--- config.mk ---
export PLATFORM = sky130hd
export DESIGN_NAME = crc_frame_sequencer
export DESIGN_NICKNAME = d
export VERILOG_FILES = /design/src/rtl/crc_frame_sequencer.sv
export SDC_FILE = /design/constraint.sdc
export NUM_CORES = 1
export LEC_CHECK = 0
export BUFFER_PORTS_ARGS = -buffer_cell sky130_fd_sc_hd__buf_2
export CAP_MARGIN = 40
export CORE_MARGIN = 2
export CORE_UTILIZATION = 31
export CTS_CLUSTER_DIAMETER = 40
export DETAILED_ROUTE_END_ITERATION = 12
export PLACE_DENSITY = 0.5
export SYNTH_ARGS = -nofsm -noshare
export SYNTH_HDL_FRONTEND = slang
export SYNTH_SLANG_ARGS = --single-unit
export TNS_END_PERCENT = 5
--- constraint.sdc ---
create_clock -name clk -period 3.7 [get_ports clk]
set_input_delay 0.185 -clock clk [delete_from_list [all_inputs] [get_ports clk]]
set_output_delay 0.185 -clock clk [all_outputs]
set_load 0.005 [all_outputs]
--- src/rtl/crc_frame_sequencer.sv ---
// Byte-stream sequencer: forwards payload bytes and appends one CRC-8 byte per frame.
// Optional macro CRC_FRAME_COUNT_EN adds frame_count (CRC bytes taken downstream).
module crc_frame_sequencer #(
    parameter logic [7:0] INIT = 8'h00
) (
    input  logic        clk,
    input  logic        rst,
    input  logic [7:0]  generator,
    input  logic [7:0]  s_data,
    input  logic        s_valid,
    input  logic        s_last,
    output logic        s_ready,
    output logic [7:0]  m_data,
    output logic        m_valid,
    output logic        m_last,
    input  logic        m_ready,
    output logic        busy
`ifdef CRC_FRAME_COUNT_EN
    ,
    output logic [15:0] frame_count
`endif
);

    typedef enum logic [1:0] {IDLE, DATA, APPEND} state_t;

    state_t      r_state;
    state_t      w_state_nxt;
    logic [7:0]  r_crc;
    logic [7:0]  r_gen;
    logic [7:0]  r_m_data;
    logic        r_m_valid;
    logic        r_m_last;
    logic        w_slot_free;
    logic        w_accept;
    logic [7:0]  w_gen_use;
    logic [7:0]  w_crc_nxt;

    function automatic logic [7:0] f_step(input logic [7:0] crc,
                                          input logic [7:0] b,
                                          input logic [7:0] g);
        logic [7:0] x;
        x = crc ^ b;
        for (int i = 0; i < 8; i++)
            x = x[7] ? ((x << 1) ^ g) : (x << 1);
        return x;
    endfunction

    assign w_slot_free = !r_m_valid | m_ready;
    assign s_ready     = w_slot_free & (r_state != APPEND);
    assign w_accept    = s_valid & s_ready;
    // The first byte of a frame uses the live generator; it is latched for the rest.
    assign w_gen_use   = (r_state == IDLE) ? generator : r_gen;
    assign w_crc_nxt   = f_step(r_crc, s_data, w_gen_use);

    assign m_data  = r_m_data;
    assign m_valid = r_m_valid;
    assign m_last  = r_m_last;
    assign busy    = (r_state != IDLE) | r_m_valid;

    always_ff @(posedge clk) begin
        if (rst)
            r_state <= IDLE;
        else
            r_state <= w_state_nxt;
    end

    always_comb begin
        w_state_nxt = r_state;
        case (r_state)
            IDLE, DATA: if (w_accept) w_state_nxt = s_last ? APPEND : DATA;
            APPEND:     if (w_slot_free) w_state_nxt = IDLE;
            default:    w_state_nxt = IDLE;
        endcase
    end

    always_ff @(posedge clk) begin
        if (rst) begin
            r_crc     <= INIT;
            r_gen     <= 8'h00;
            r_m_data  <= 8'h00;
            r_m_valid <= 1'b0;
            r_m_last  <= 1'b0;
        end else if (w_accept) begin
            r_m_data  <= s_data;
            r_m_valid <= 1'b1;
            r_m_last  <= 1'b0;
            r_crc     <= w_crc_nxt;
            if (r_state == IDLE)
                r_gen <= generator;
        end else if (r_state == APPEND && w_slot_free) begin
            r_m_data  <= r_crc;
            r_m_valid <= 1'b1;
            r_m_last  <= 1'b1;
            r_crc     <= INIT;
        end else if (m_ready) begin
            r_m_valid <= 1'b0;
        end
    end

`ifdef CRC_FRAME_COUNT_EN
    logic [15:0] r_frame_count;

    always_ff @(posedge clk) begin
        if (rst)
            r_frame_count <= 16'h0000;
        else if (r_m_valid & m_ready & r_m_last)
            r_frame_count <= r_frame_count + 16'h0001;
    end

    assign frame_count = r_frame_count;
`endif

endmodule

# Word-level counts from Yosys, hierarchy flattened
# Index checks and enable logic that the tools add are counted.
word_totals:
  mem_bits_ro: 0
  latchBits: 0
  memories: 0
  regBits: 28
  inputBits: 21
  mem_bits_rw: 0
  output_inout_bits: 12
op_classes:
  addsub: 0
  n_reduce_logical: 9
  n_mul: 0
  div_mod_pow: 0
  n_lt_le_gt_ge: 0
  n_eq_ne: 5
  bitwise_logic: 13
  mux: 20
  n_shift: 0
ops:
  columns: ["cell", "n"]
  rows:
  - ["8-bit two-way mux", 13]
  - ["8-bit XOR", 9]
  - ["2-bit two-way mux", 3]
  - ["2-bit inequality test, second input constant", 3]
  - ["2-bit one-hot mux with 2 select lines", 1]
  - ["2-bit nonzero test", 2]
  - ["2-bit OR reduction", 2]
  - ["1-bit two-way mux", 3]
  - ["3-bit nonzero test", 1]
  - ["1-bit AND", 2]
  - ["2-bit by 1-bit equality test with 1-bit output, second input constant", 1]
  - ["2-bit equality test, second input constant", 1]
  - ["2-bit logical NOT", 1]
  - ["1-bit bitwise OR", 2]
  - ["2-bit AND reduction", 1]
  - ["1-bit logical AND", 1]
  - ["1-bit logical NOT", 1]

# Depth between registers and ports, before layout
# Gate-level depths: netlist of the first run.
depth:
  ltp_word: 19
  mapped_depth: 16
  ltp_nobuf: 13

# Worst setup path before layout of the first run
# OpenSTA, ideal clock, no wires.
synth_timing:
  path_kind: "register to register"
  start: "register r_state[0]"
  end: "register r_crc[5]"
  slack_ns: -0.011
  path_buffers: 0
  setup_ns: 0.117
  t_required_ns: 3.583
  path_stages_with_launch: 14
  synth_period_minus_slack_ns: 3.711
  arrival_time_ns: 3.595
  path_cell_list: "dfxtp_1 -> nor2_2 -> mux2i_1 -> a21oi_1 -> a211o_1 -> xnor3_2 -> or2_4 -> xnor2_4 -> xnor2_2 -> nor3_2 -> nor3_4 -> nor3_2 -> xnor2_1 -> a22o_1"
synth_between:
  elab_chain_len: 18
  word_cells_on_any_way: 25
synth_lines:
  columns: ["item", "line_no", "text"]
  rows:
  - ["start, declared", "26", "state_t r_state;"]
  - ["start signal, assigned", "64", "r_state <= w_state_nxt;"]
  - ["2-bit logical NOT", "52", "assign w_gen_use = (r_state == IDLE) ? generator : r_gen;"]
  - ["8-bit two-way mux", null, null]
  - ["8-bit XOR", "44", "x = x[7] ? ((x << 1) ^ g) : (x << 1);"]
  - ["8-bit two-way mux", "44", null]
  - ["8-bit XOR", "44", null]
  - ["8-bit two-way mux", "44", null]
  - ["8-bit two-way mux or 8-bit XOR (tied branches)", "44", null]
  - ["8-bit XOR or 8-bit two-way mux (tied branches)", "44", null]
  - ["[2 not listed]", null, null]
  - ["8-bit two-way mux or 8-bit XOR (tied branches)", "44", null]
  - ["8-bit XOR or 8-bit two-way mux (tied branches)", "44", null]
  - ["8-bit two-way mux or 8-bit XOR (tied branches)", "44", null]
  - ["8-bit XOR or 8-bit two-way mux (tied branches)", "44", null]
  - ["8-bit two-way mux or 8-bit XOR (tied branches)", "44", null]
  - ["8-bit XOR or 8-bit two-way mux (tied branches)", "44", null]
  - ["8-bit two-way mux", "44", null]
  - ["8-bit two-way mux", "83", "end else if (w_accept) begin"]
  - ["end signal, assigned", "87", "r_crc <= w_crc_nxt;"]
  - ["end, declared", "28", "logic [7:0] r_crc;"]
# Several ways; a longest one is shown, not always the timed one.
# A chain may end at the register's enable or synchronous reset.

# Final worst setup path of the first run
layout_timing:
  start: "register r_crc[7]"
  end: "register r_crc[6]"
layout_between:
  elab_chain_len: 16
  word_cells_on_any_way: 17
layout_lines:
  columns: ["item", "line_no", "text"]
  rows:
  - ["8-bit XOR (*)", "42", "x = crc ^ b;"]
  - ["8-bit two-way mux (*) (2 in series)", "44", null]
  - ["8-bit XOR or 8-bit two-way mux (tied branches)", "44", null]
  - ["8-bit two-way mux (*)", "44", null]
  - ["8-bit XOR or 8-bit two-way mux (tied branches)", "44", null]
  - ["8-bit two-way mux (*)", "44", null]
  - ["8-bit XOR or 8-bit two-way mux (tied branches)", "44", null]
  - ["8-bit two-way mux (*)", "44", null]
  - ["8-bit XOR or 8-bit two-way mux (tied branches)", "44", null]
  - ["8-bit two-way mux (*)", "44", null]
  - ["8-bit XOR or 8-bit two-way mux (tied branches)", "44", null]
  - ["8-bit two-way mux (*)", "44", null]
  - ["8-bit XOR or 8-bit two-way mux (tied branches)", "44", null]
  - ["8-bit two-way mux (*)", "44", null]
  - ["8-bit two-way mux (*)", "83", null]
# Every way passes the cells marked *; elsewhere a longest branch is shown, timed or not.

==> results of run 1 <==
[critical path, stage by stage, from the launching register on]
cell and delay [ns]:
dfxtp_1 0.34, xnor2_2 0.39, buf_4 0.25, xnor3_1 0.34, nand2_1 0.12, xnor2_1 0.14
xnor2_1 0.13, buf_4 0.16, o211ai_1 0.31, a31oi_4 0.17, o31ai_4 0.28, xnor2_2 0.15
buf_4 0.17, nand2_1 0.10, xnor2_2 0.16, xnor2_1 0.13, a22o_1 0.19
[registers in the layout, summed over array words and instances, names as in the netlist]
| signal | flops |
|---|---|
| m_data | 8 |
| m_valid | 1 |
| r_state | 2 |
| r_gen | 8 |
| m_last | 1 |
| r_crc | 8 |
[cell usage after synthesis (all sizes together), types with 4 or more instances]
library cell,instances
mux2i,6
o21ai,6
dfxtp,28
a211oi,10
nand2b,4
a22o,8
buf,5
clkbuf,9
a21oi,16
and2,4
xor2,9
a22oi,9
o21a,4
mux2,4
nor2,52
o211ai,8
xnor2,49
nand2,22
nor3,17
nor2b,4
[metal layers]
metal,up-vias,GRT usage [%]
li1,1234,-
met1,1157,23.07
met2,40,25.52
met3,2,2.428
met4,0,1.071
met5,-,0
[kinds of logic (layout without fill, tap and decap cells)]
kind of cell | count (synthesis) | after routing | synth area share, %
compound gates | 76 | 76 | 22.49
xor+xnor | 61 | 61 | 24.70
buf+inv | 14 | 74 | 2.590
flops | 28 | 28 | 21.49
mux | 10 | 10 | 4.172
simple gates | 121 | 121 | 24.56
[final cells by class]
cell class                 count  area, um2
multi-input combinational    268       2176
clock buffer                   4      55.05
tap                          105      131.4
sequential                    28      568.0
timing repair buffer          70      465.4
fill                         858       4780
[stage by stage]
stage | std cells | total power [mW] | utilization, % | hold WS, ns
detailed placement | 467 | 2.758 | 37.88 | 0.4079
global route | 475 | 3.688 | 41.54 | 0.1007
finish | 475 | 3.429 | 41.54 | 0.1002
global placement | 467 | 2.745 | 37.88 | 0.4158
CTS | 473 | 3.169 | 39.35 | 0.1024
floorplan | 310 | 2.257 | - | 0.2747
[timing repair]
item / CTS / global route
gates resized for setup: 8 / 34
pin swaps: 4 / 15
hold endpoints to repair: 0 / 0
hold buffers: 0 / 0
setup buffers: 2 / 2
endpoints found under the setup margin: 8 / 8
[power by group through the flow]
stage               Clock [mW]  Sequential (mW)  Combinational [mW]
floorplan                    0            0.382                1.88
global placement             0            0.391                2.35
detailed placement           0            0.391                2.37
CTS                      0.200            0.385                2.58
global route             0.211            0.390                3.09
finish                   0.195            0.384                2.85
[final timing paths]
path | cells after the start | slack, ns | end
setup / recovery | 16 | 0.05 | r_crc[6]$_SDFFE_PP0P_
hold / removal | 2 | 0.10 | r_state[0]$_SDFFE_PP0P_
setup reg to reg | 16 | 0.05 | r_crc[6]$_SDFFE_PP0P_
hold reg to reg | 2 | 0.46 | m_data[7]$_SDFFE_PP0P_
==> results_dict.tcl, run 1 <==
set metrics [dict create \
    status "complete, no violations" \
    crit_path_end_kind "flop" \
    grt_pass1_vias 2239 \
    synthTopCellsByArea "dfxtp_1 (21%), xnor2_1 (15%), nor2_1 (7.2%)" \
    avgViaCountPerCell 5.122 \
    clkSinkCount 28 \
    wl_per_cell_um 15.17 \
    grt_pass1_wl_mm 11.37 \
    met2_length_mm 3.376 \
    final_hold_viol_count 0 \
    synth_top_flop_cell "dfxtp_1" \
    r2r_start "r_crc[7]$_SDFFE_PP0P_" \
    cts.path.max_buffers 2 \
    firstDrtPassIters 4 \
    overflow 0 \
    core_mm2 0.008175 \
    cp-start-kind "flop" \
    grt_max_degree 24 \
    hold_start "s_last" \
    place_congestion 0.8291 \
    die_width_um 95.74 \
    switching_share_pct 44.00 \
    synth_seq_area_share_pct 21.49 \
    critPathMaxFanout 6 \
    p_per_area_mw_per_mm2 1010 \
    slew_headroom_pct 44.98 \
    fin_setup_tns_ns 0 \
    ir_drop_uv 462.3 \
    drc_errors 0 \
    ys_async_sr_fraction_pct 0 \
    syn_area_mm2 0.002609 \
    synth_edf_count 0 \
    place_ws_ns -0.1653 \
    numCtsBuffers 3 \
    syn_inst 310 \
    insertion_delay_ns 0.28 \
    syn_nets 331 \
    timing.final.crit_period_ns 3.648 \
    wl_met1_mm 3.574 \
    yosysTopAreaCell "dfxtp_1" \
    power_frac_seq_pct 11.2 \
    insertedDiodeCount 0 \
    setup_violations 0 \
    die_h_um 95.74 \
    ys_warn_count 0 \
    cts.htree.levels 1 \
    cap_viol_max_count 0 \
    nets 392 \
    port_buffers 32 \
    dp_hpwl_mm 5.641 \
    clkPwrFrac_pct 5.7 \
    routed_wl_mm 7.207 \
    drive_above_1_share_pct 35.68 \
    path_class "reg -> reg" \
    ant_nets 0 \
    rsz0062_at_grt "yes" \
    fmax_ghz 0.2741 \
    timing.final.ws_setup_ns 0.05206 \
    worstMarginPinSlew_ns 0.8252 \
    critPathArrivalTime_ns 3.83 \
    initial_utilization_pct 31.91 \
    maxUsedRoutingLayer "met4" \
    fin_area_mm2 0.003396 \
    wl_met3_um 240 \
    syn2layout_area_growth_pct 30.17 \
    holdCritPathClass "in -> reg" \
    finClkSkew_ns 0.004687 \
    required_ns 3.88 \
    grt_antenna_before_repair 0 \
    final_cell_mix "nor2_1 (47), xnor2_1 (38), buf_4 (35), buf_2 (32), dfxtp_1 (26)" \
    startpoint "r_crc[7]$_SDFFE_PP0P_" \
    share_comb_of_total_power_pct 83.1 \
    leakage_nw 1.357 \
    layout_commonest_cell "nor2_1" \
    p_sw_mw 1.509 \
    synth_seq_cells 28 \
    post-route-period-util_pct 98.59 \
    drtIter0Drc 107 \
    gr-usage-all-layers_pct 15.75 \
    cts_root_buf "clkbuf_8" \
    slew_violations 0 \
    ioPinCount 33 \
    ys_types 61 \
    p_int_mw 1.920 \
    cts_tree "built" \
    vias 2433 \
    path_clk_slew_ns 0.10 \
    synth_top_area_share_pct 21.49 \
    rows 33 \
    place_area_mm2 0.003097 \
    dieArea_mm2 0.009165 \
    syn_avg_cell_area_um2 8.415 \
]
No activity file was read; power rests on OpenSTA's default activity.
==> inputs of run 2 (changes only) <==
--- a/config.mk
+++ b/config.mk
@@ -12,6 +12,8 @@
 export CTS_CLUSTER_DIAMETER = 40
 export DETAILED_ROUTE_END_ITERATION = 12
 export PLACE_DENSITY = 0.5
+export RECOVER_POWER = 100
+export SETUP_SLACK_MARGIN = 0.3
 export SYNTH_ARGS = -nofsm -noshare
 export SYNTH_HDL_FRONTEND = slang
 export SYNTH_SLANG_ARGS = --single-unit
==> results_dict.tcl, run 2 (same netlist as run 1, synthesis figures left out) <==
set metrics [dict create \
    status "complete, no violations" \
    post-route-period-util_pct 97.12 \
    insertedDiodeCount 0 \
    critPathMaxFanout 8 \
    slew_violations 0 \
    cp-start-kind "flop" \
    avgViaCountPerCell 5.088 \
    nets 396 \
    dp.cells 464 \
    hold_depth 2 \
    num-fill-cells 864 \
    routed_wl_mm 6.969 \
    p_total_mw 3.332 \
    rsz0062_at_grt "yes" \
    dieArea_mm2 0.009165 \
    final_core_util_pct 41.22 \
    rows 33 \
    required_ns 3.87 \
    ioPinCount 33 \
    fin_cells 478 \
    r2r_cells 14 \
    initial_utilization_pct 31.91 \
    ant_nets 0 \
    cts.htree.levels 1 \
    insertion_delay_ns 0.27 \
    die_h_um 95.74 \
    grt_antenna_before_repair 0 \
    setup_violations 0 \
    fin_setup_tns_ns 0 \
    dp_hpwl_mm 5.490 \
    vias 2432 \
    place_congestion 0.9020 \
    slew_headroom_pct 46.16 \
    cap_viol_max_count 0 \
    port_buffers 32 \
    path_clk_slew_ns 0.09 \
    ir_drop_uv 593.9 \
    p_per_area_mw_per_mm2 988.8 \
    timing.final.crit_period_ns 3.594 \
    overflow 0 \
    die_width_um 95.74 \
    clkSinkCount 28 \
    syn2layout_area_growth_pct 29.16 \
    layout_commonest_cell "nor2_1" \
    numCtsBuffers 3 \
    firstDrtPassIters 4 \
    grt_max_degree 24 \
    wl_per_cell_um 14.58 \
    core_mm2 0.008175 \
    grt_pass1_vias 2264 \
    drive_above_1_share_pct 31.37 \
    final_cell_mix "nor2_1 (49), xnor2_1 (42), buf_4 (37), dfxtp_1 (24)" \
    drc_errors 0 \
    critPathArrivalTime_ns 3.76 \
    grt_pass1_wl_mm 11.39 \
    cts.path.max_buffers 2 \
    leakage_nw 1.310 \
    cts_hold_buf 0 \
    holdCritPathClass "in -> reg" \
    crit_path_end_kind "flop" \
    cts_root_buf "clkbuf_8" \
    gr-usage-all-layers_pct 15.84 \
    drtIter0Drc 98 \
    final_hold_viol_count 0 \
    path_class "reg -> reg" \
    worstMarginPinSlew_ns 0.8015 \
    fmax_ghz 0.2783 \
    cts_tree "built" \
    finClkSkew_ns 0.002379 \
]
## run 2: cell count changes in the layout (fill, tap and decap cells not counted), moves of 4 or more
cell | previous run | this run
xnor2_2 | 7 | 3
nor3_4 | 3 | 9
xnor2_1 | 38 | 42
nor3_2 | 7 | 0
buf_2 | 32 | 22
clkbuf_1 | 0 | 10
## run 2: final cells by class
class	count	area, um2	area share [%]
Clock buffer	3	41.29	1.225
Timing Repair Buffer	74	490.5	14.56
Sequential cell	28	570.5	16.93
Multi-Input combinational cell	268	2136	63.39
Tap cell	105	131.4	3.899
## run 2: metal layers
layer,wire length [um],global-route usage [%],vias up
met5,0,0,-
met4,84,2.381,0
met3,248,2.584,6
met2,3232,26.22,39
met1,3404,22.13,1143
li1,-,-,1244
## run 2: what timing repair did
item	in CTS	in global routing
buffers inserted	4	7
endpoints found under the setup margin	8	8
pin swaps	10	4
resized for setup	22	16
hold endpoints to repair	0	0
## run 2: metrics by stage
step,cell area [um2],setup slack (ns),hold WS (ns)
floorplan,2618,0.07456,0.2747
detailed placement,3074,-0.1225,0.4073
global route,3369,-0.03151,0.1045
global placement,3074,-0.09021,0.4037
CTS,3259,0.1147,0.1114
finish,3369,0.1064,0.1126
## run 2: power breakdown
group          total, mW  switching [mW]  internal, mW
logic               2.78            1.36          1.42
clock network      0.161          0.0879        0.0730
registers          0.387          0.0428         0.345
## run 2: critical path: stages (launching register included)
cell     delay [ns]
dfxtp_4        0.38
nor2_4         0.15
mux2_4         0.35
a22o_1         0.23
a211o_1        0.33
xnor3_2        0.42
or2_4          0.29
and4_4         0.20
nor3_1         0.28
nor3b_4        0.10
nor3_4         0.20
buf_12         0.18
nor3_4         0.05
xnor2_1        0.13
a22o_1         0.20
## run 2: final timing paths
path | from | endpoint | slack [ns]
max | r_state[1]$_SDFFE_PP0P_ | r_crc[3]$_SDFFE_PP0P_ | 0.11
min | s_last | r_state[0]$_SDFFE_PP0P_ | 0.11
max reg2reg | r_state[1]$_SDFFE_PP0P_ | r_crc[3]$_SDFFE_PP0P_ | 0.11
min reg2reg | m_data[1]$_SDFFE_PP0P_ | m_data[1]$_SDFFE_PP0P_ | 0.46
==> inputs of run 3 (changes only) <==
--- a/config.mk
+++ b/config.mk
@@ -13,6 +13,7 @@
 export DETAILED_ROUTE_END_ITERATION = 12
 export PLACE_DENSITY = 0.5
 export RECOVER_POWER = 100
+export REMOVE_ABC_BUFFERS = 1
 export SETUP_SLACK_MARGIN = 0.3
 export SYNTH_ARGS = -nofsm -noshare
 export SYNTH_HDL_FRONTEND = slang
==> results_dict.tcl, run 3 (same netlist as run 1, synthesis figures left out) <==
set metrics [dict create \
    ant_nets 0 \
    numCtsBuffers 3 \
    status "complete, no violations" \
    ir_drop_uv 458.8 \
    final_cell_mix "nor2_1 (50), xnor2_1 (43), buf_4 (41), dfxtp_1 (25), buf_2 (23)" \
    port_buffers 32 \
    insertedDiodeCount 0 \
    routed_wl_mm 7.118 \
    timing.final.crit_period_ns 3.646 \
    wl_per_cell_um 14.83 \
    die_h_um 95.74 \
    cp-start-kind "flop" \
    core_mm2 0.008175 \
    dp.cells 469 \
    num-fill-cells 851 \
    holdCritPathClass "in -> reg" \
    power_frac_seq_pct 11.9 \
    slew_headroom_pct 52.70 \
    ioPinCount 33 \
    required_ns 3.87 \
    p_total_mw 3.212 \
    rsz0062_at_grt "yes" \
    fin_setup_tns_ns 0 \
    grt_pass1_wl_mm 11.51 \
    initial_utilization_pct 31.91 \
    drc_errors 0 \
    p_sw_mw 1.408 \
    cts_root_buf "clkbuf_8" \
    clkSinkCount 28 \
    final-seq-area_um2 569.3 \
    p_int_mw 1.804 \
    dieArea_mm2 0.009165 \
    cts.path.max_buffers 2 \
    final_hold_viol_count 0 \
    syn2layout_area_growth_pct 26.19 \
    avgViaCountPerCell 5.135 \
    vias 2465 \
    timing.final.ws_setup_ns 0.05356 \
    gr-usage-all-layers_pct 16.08 \
    fin_area_mm2 0.003292 \
    switching_share_pct 43.83 \
    place_area_mm2 0.003103 \
    cap_viol_max_count 0 \
    dp_hpwl_mm 5.611 \
    p_per_area_mw_per_mm2 975.7 \
    cts_tree "built" \
    share_comb_of_total_power_pct 82.0 \
    layout_commonest_cell "nor2_1" \
    whs_ns 0.09996 \
    rows 33 \
    grt_antenna_before_repair 0 \
    die_width_um 95.74 \
    path_clk_slew_ns 0.10 \
    setup_violations 0 \
    fmax_ghz 0.2742 \
    grt_max_degree 24 \
    slew_violations 0 \
    worstMarginPinSlew_ns 0.7095 \
    place_ws_ns -0.03889 \
    cts.htree.levels 1 \
    critPathArrivalTime_ns 3.82 \
    path_class "reg -> reg" \
    finClkSkew_ns 0.005156 \
    final_core_util_pct 40.27 \
    drive_above_1_share_pct 30.13 \
    firstDrtPassIters 4 \
    crit_path_end_kind "flop" \
    leakage_nw 1.296 \
    critPathMaxFanout 8 \
    post-route-period-util_pct 98.55 \
    place_congestion 0.8048 \
    grt_pass1_vias 2319 \
    overflow 0 \
    insertion_delay_ns 0.28 \
    multi_input_area_mm2 0.002048 \
    fin_cells 480 \
    clkPwrFrac_pct 6.0 \
    nets 397 \
    drtIter0Drc 86 \
]
-- run 3: cell count changes in the layout (fill, tap and decap cells not counted), moves of 2 or more --
cell,previous run,this run
buf_6,4,1
mux2_4,2,0
buf_4,37,41
nor3_2,0,7
nor3_4,9,2
-- run 3: worst max-delay path: stages, from the launching register on --
cell and delay, ns:
dfxtp_4 0.38, buf_4 0.14, o21a_1 0.21, a211o_1 0.35, a22oi_2 0.22, mux2_1 0.35
xnor3_2 0.26, or2_4 0.29, xnor2_4 0.15, xnor2_4 0.18, o21a_1 0.23, nor3_4 0.24
buf_12 0.15, nor3_2 0.05, xnor2_1 0.12, a22o_1 0.20
-- run 3: power groups by stage --
stage	Sequential [mW]	Combinational (mW)	Clock, mW
floorplan	0.383	1.85	0
global placement	0.388	2.38	0
detailed placement	0.390	2.39	0
CTS	0.383	2.60	0.206
global route	0.389	2.87	0.213
finish	0.383	2.64	0.193
-- run 3: routing by layer --
metal / share of wire, % / vias up / global-route usage (%)
met5: 0 / - / 0
met2: 47 / 56 / 26.75
met3: 4.0 / 9 / 2.193
met1: 47 / 1155 / 22.22
met4: 1.4 / 0 / 3.333
li1: - / 1245 / -
-- run 3: repair_timing --
action | CTS | global route
resized for setup | 10 | 10
hold buffers | 0 | 0
pin swaps | 5 | 6
setup endpoints to repair | 8 | 8
buffers inserted | 2 | 5
-- run 3: worst paths after layout --
check                                             start  slack (ns)                      end  depth (start not counted)
worst max-delay path            r_state[0]$_SDFFE_PP0P_        0.05    r_crc[1]$_SDFFE_PP0P_                         15
worst min-delay path                             s_last         0.1  r_state[0]$_SDFFE_PP0P_                          2
worst max register to register  r_state[0]$_SDFFE_PP0P_        0.05    r_crc[1]$_SDFFE_PP0P_                         15
worst min register to register   m_data[3]$_SDFFE_PP0P_        0.46   m_data[3]$_SDFFE_PP0P_                          2
-- run 3: area by class of cell --
type | instances | area share [%]
Timing Repair Buffer | 75 | 14.82
Clock buffer | 4 | 1.672
Tap cell | 105 | 3.991
Sequential cell | 28 | 17.29
Multi-Input combinational cell | 268 | 62.22
